[src/rtl/prime_scanner.sv]
// Prime scanner: on start, tests candidates 2..num_max by trial division, one divisor per clock,
// streams each prime over a valid/ready handshake and reports running counts plus a done pulse.
module prime_scanner #(
    parameter int WIDTH     = 11,
    parameter int CNT_WIDTH = WIDTH
) (
    input  logic                 clk,
    input  logic                 rst,
    input  logic                 start,
    input  logic [WIDTH-1:0]     num_max,
    input  logic                 prime_ready,
    output logic                 busy,
    output logic                 done,
    output logic                 prime_valid,
    output logic [WIDTH-1:0]     prime,
    output logic [WIDTH-1:0]     number_checked,
    output logic [CNT_WIDTH-1:0] number_of_primes
);

    typedef enum logic [1:0] {
        IDLE,
        TEST,
        EMIT,
        DONE
    } state_t;

    state_t           r_state;
    logic [WIDTH-1:0] r_maxQ;
    logic [WIDTH-1:0] r_cand;
    logic [WIDTH-1:0] r_div;

    logic [2*WIDTH-1:0] w_square;
    logic [WIDTH-1:0]   w_rem;
    logic               w_isPrime;
    logic               w_divides;
    logic               w_lastCand;

    // Full-width product so the square-root bound never wraps for large candidates.
    assign w_square   = {{WIDTH{1'b0}}, r_div} * {{WIDTH{1'b0}}, r_div};
    assign w_isPrime  = w_square > {{WIDTH{1'b0}}, r_cand};
    assign w_rem      = (r_div == '0) ? '0 : (r_cand % r_div);
    assign w_divides  = (w_rem == '0);
    assign w_lastCand = (r_cand == r_maxQ);

    always_ff @(posedge clk) begin
        if (rst) begin
            r_state          <= IDLE;
            r_maxQ           <= '0;
            r_cand           <= '0;
            r_div            <= '0;
            busy             <= 1'b0;
            done             <= 1'b0;
            prime_valid      <= 1'b0;
            prime            <= '0;
            number_checked   <= '0;
            number_of_primes <= '0;
        end else begin
            case (r_state)
                IDLE: begin
                    done <= 1'b0;
                    if (start) begin
                        r_maxQ           <= num_max;
                        number_checked   <= '0;
                        number_of_primes <= '0;
                        if (num_max < WIDTH'(2)) begin
                            r_state <= DONE;
                            done    <= 1'b1;
                        end else begin
                            r_cand  <= WIDTH'(2);
                            r_div   <= WIDTH'(2);
                            busy    <= 1'b1;
                            r_state <= TEST;
                        end
                    end
                end
                TEST: begin
                    if (w_isPrime) begin
                        number_of_primes <= number_of_primes + CNT_WIDTH'(1);
                        prime            <= r_cand;
                        prime_valid      <= 1'b1;
                        r_state          <= EMIT;
                    end else if (w_divides) begin
                        number_checked <= r_cand;
                        if (w_lastCand) begin
                            busy    <= 1'b0;
                            done    <= 1'b1;
                            r_state <= DONE;
                        end else begin
                            r_cand <= r_cand + WIDTH'(1);
                            r_div  <= WIDTH'(2);
                        end
                    end else begin
                        r_div <= r_div + WIDTH'(1);
                    end
                end
                EMIT: begin
                    // Checking the last candidate before incrementing keeps num_max = all-ones from wrapping.
                    if (prime_ready) begin
                        prime_valid    <= 1'b0;
                        number_checked <= r_cand;
                        if (w_lastCand) begin
                            busy    <= 1'b0;
                            done    <= 1'b1;
                            r_state <= DONE;
                        end else begin
                            r_cand  <= r_cand + WIDTH'(1);
                            r_div   <= WIDTH'(2);
                            r_state <= TEST;
                        end
                    end
                end
                DONE: begin
                    done    <= 1'b0;
                    busy    <= 1'b0;
                    r_state <= IDLE;
                end
                default: r_state <= IDLE;
            endcase
        end
    end

endmodule

[config.mk]
export PLATFORM = sky130hd
export DESIGN_NAME = prime_scanner
export DESIGN_NICKNAME = d
export VERILOG_FILES = /design/src/rtl/prime_scanner.sv
export SDC_FILE = /design/constraint.sdc
export NUM_CORES = 1
export LEC_CHECK = 0
export ABC_AREA = 1
export CAP_MARGIN = 20
export CORE_ASPECT_RATIO = 1.1
export CORE_MARGIN = 10
export CORE_UTILIZATION = 37
export CTS_CLUSTER_DIAMETER = 150
export DETAILED_ROUTE_END_ITERATION = 10
export GPL_ROUTABILITY_DRIVEN = 0
export PLACE_DENSITY = 0.59
export SLEW_MARGIN = 20
export SYNTH_ARGS = -nofsm -noshare
export SYNTH_HDL_FRONTEND = slang
export SYNTH_SLANG_ARGS = --single-unit
[constraint.sdc]
create_clock -name clk -period 19.9 [get_ports clk]
set_clock_uncertainty 0.15 [all_clocks]
set_input_delay 4.975 -clock clk [delete_from_list [all_inputs] [get_ports clk]]
set_output_delay 4.975 -clock clk [all_outputs]
set_load 0.005 [all_outputs]
==> flow_metrics.tcl <==
set metrics [dict create \
    startpoint_type "register" \
    ys.flop_type "dfxtp_1" \
    viasPerCell 5.12 \
    dr.pass1.iters 5 \
    drc 0 \
    worstHoldStart "r_maxQ[1]$_SDFFE_PP0P_" \
    r2r_start "r_div[0]$_SDFFE_PP0P_" \
    coreArea_sq_mm 0.0296 \
    rows 66 \
    syn_inst 1677 \
    wire_per_inst_um 15.2 \
    holdPathEnd "r_maxQ[1]$_SDFFE_PP0P_" \
    outcome "completed" \
    grt_overflow 0 \
    cts_made_buffers 9 \
    regToRegEndpoint "r_cand[0]$_SDFFE_PP0P_" \
    yosysSeqAreaShare_pct 12.8 \
    vias 10583 \
    cp.required_ps 19960 \
    antenna_cells 0 \
    finalNonFillerCells 2066 \
    ff2ff_setup_slack_ps 3200 \
    synth_cell_types 51 \
    holdWs_ps 320 \
    period_minus_slack_ps 16700 \
    htreeDepth 3 \
    rsz0062_at_grt "false" \
    synth-warning-count 0 \
    final_cell_mix "nand2_1, inv_1, ha_1" \
    setup-violations-final 0 \
    clk_pin_slew_worst_paths_ps 60 \
    grt_pass1_vias 10497 \
    slew_headroom_pct 43.3 \
    async_reset_ff_share_pct 0 \
    layout-drive-gt1-share_pct 4.26 \
    path_class "register to register" \
    syn_nets 1895 \
    placed_cells 2051 \
    syn_to_final_growth_pct 9.50 \
    rr_worst_depth 112 \
    cts_tree "done" \
    worstHoldPathCells 2 \
    slowest_delay_ps 670 \
    crit_path_frequent_cell "nand2_1" \
    clk_latency_ps 340 \
    final_max_slew_viol_count 0 \
    antenna_found_initial 0 \
    cts_setup_buffers 0 \
    hold_violations 0 \
    drtIter0Drc 586 \
    hpwlAfterDp_mm 25.1 \
    syn_area_per_cell_sq_um 6.64 \
    setup_tns_ps 0 \
    hold_buffers 0 \
    clockBufferDepth 2 \
    syn_area_sq_mm 0.0111 \
    track_usage_pct 16.8 \
    io_buffers 50 \
    critPathCaptureType "register" \
    wl_mm 31.4 \
    cts_sinks 71 \
    die_h_um 202 \
    layout_commonest_cell "nand2_1" \
    cts_root_buffer "clkbuf_16" \
    synth_edf_count 0 \
    cts-resized-gates 0 \
    tightest_slew_ps 850 \
    fin_crit_sh_pct 83.9 \
    grt_pass1_wl_mm 52.1 \
    ioPinCount 51 \
    path_max_fanout 17 \
    hp-class "register to register" \
    fill_cells 3084 \
    cap_violations 0 \
    ys_ff_latch 71 \
    die_w_um 185 \
    cp_slowest_cell "dfxtp_1" \
    start_util_pct 37.6 \
    die_area_sq_mm 0.0375 \
    layout.nets 1906 \
    max_freq_mhz 59.9 \
    crit_arrival_ps 16760 \
    ant_nets 0 \
    grt_max_degree 39 \
]
-- flip-flops by register name, indices dropped and copies added (netlist names) --
signal and count:
number_of_primes 11, busy 1, done 1, number_checked 11, r_maxQ 11, r_state 2, r_cand 11, prime_valid 1
prime 11, r_div 11
-- worst max-delay path by stage --
stage / from / endpoint / slack (ps) / cells after the start
after floorplan: r_div[0]$_SDFFE_PP0P_ / r_div[10]$_SDFFE_PP0P_ / 5890 / 109
after global placement: r_div[0]$_SDFFE_PP0P_ / r_cand[0]$_SDFFE_PP0P_ / 3910 / 109
after detailed placement: r_div[0]$_SDFFE_PP0P_ / r_cand[0]$_SDFFE_PP0P_ / 3520 / 112
after CTS: r_div[0]$_SDFFE_PP0P_ / r_cand[0]$_SDFFE_PP0P_ / 3450 / 112
after global routing: r_div[0]$_SDFFE_PP0P_ / r_cand[0]$_SDFFE_PP0P_ / 1430 / 113
final: r_div[0]$_SDFFE_PP0P_ / r_cand[0]$_SDFFE_PP0P_ / 3200 / 112
-- layer usage --
metal	up-vias	GRT usage, %	share of wire, %
li1	5405	-	-
met1	4850	21.0	45
met2	270	28.9	48
met3	58	2.24	4.5
met4	0	5.52	2.4
met5	-	0	0
-- cells by family (layout without fill, tap and decap cells) --
logic type / after synthesis / after routing / synth area share, %
fa+ha+maj: 203 / 203 / 27.2
xor+xnor: 84 / 84 / 6.60
simple gates: 747 / 747 / 29.7
buf+inv: 334 / 349 / 11.7
compound gates: 238 / 238 / 12.1
flops: 71 / 71 / 12.8
-- worst max-delay path: cells and delay by family (launching register included) --
kind	cells	cell delay [ps]
flops	1	670
simple gates	65	7020
compound gates	17	3060
buf+inv	16	1770
fa+ha+maj	11	3440
xor+xnor	3	430
-- area by class of cell --
| class | instances | area, sq um | area share, % |
|---|---|---|---|
| clock inverters | 3 | 43.8 | 0.359 |
| inverters | 276 | 1040 | 8.51 |
| clock buffers | 12 | 246 | 2.02 |
| flip-flops and latches | 71 | 1420 | 11.6 |
| repair buffers | 58 | 561 | 4.59 |
| well taps | 374 | 468 | 3.84 |
| multi-input cells | 1272 | 8420 | 69.0 |
-- cell usage after synthesis (5+ instances only) --
cell type  instances  area, sq um
o21bai_1           7         52.6
clkbuf_1          40          150
xor2_1            54          473
nor2_1           116          435
o21a_1            15          113
fa_1              65         1300
nand3_2            9         90.1
ha_1             138         1730
a211oi_1           6         45.0
dfxtp_1           71         1420
buf_2             10         50.1
nand2_1          400         1500
nor4_1            11         68.8
or2_2              9         56.3
nand3_1          116          581
and2_1            10         62.6
nand4_1           28          175
a21oi_1          110          551
o21ai_1           14         70.1
inv_1            265          995
nand2_2            5         31.3
inv_2              8         30.0
nor3_1            19         95.1
o21ai_0           60          300
xnor2_1           30          263
o21ai_2            7         61.3
-- through the flow --
| step | worst slack, ps | cell area, sq um | utilization, % |
|---|---|---|---|
| floorplan | 5890 | 11100 | - |
| global placement | 3910 | 11900 | 40.2 |
| detailed placement | 3520 | 11900 | 40.2 |
| CTS | 3450 | 12200 | 41.2 |
| global route | 1430 | 12200 | 41.2 |
| finish | 3200 | 12200 | 41.2 |
Power is not shown: default switching activity piles up to over one toggle a cycle in this logic, so the estimate is an artifact.
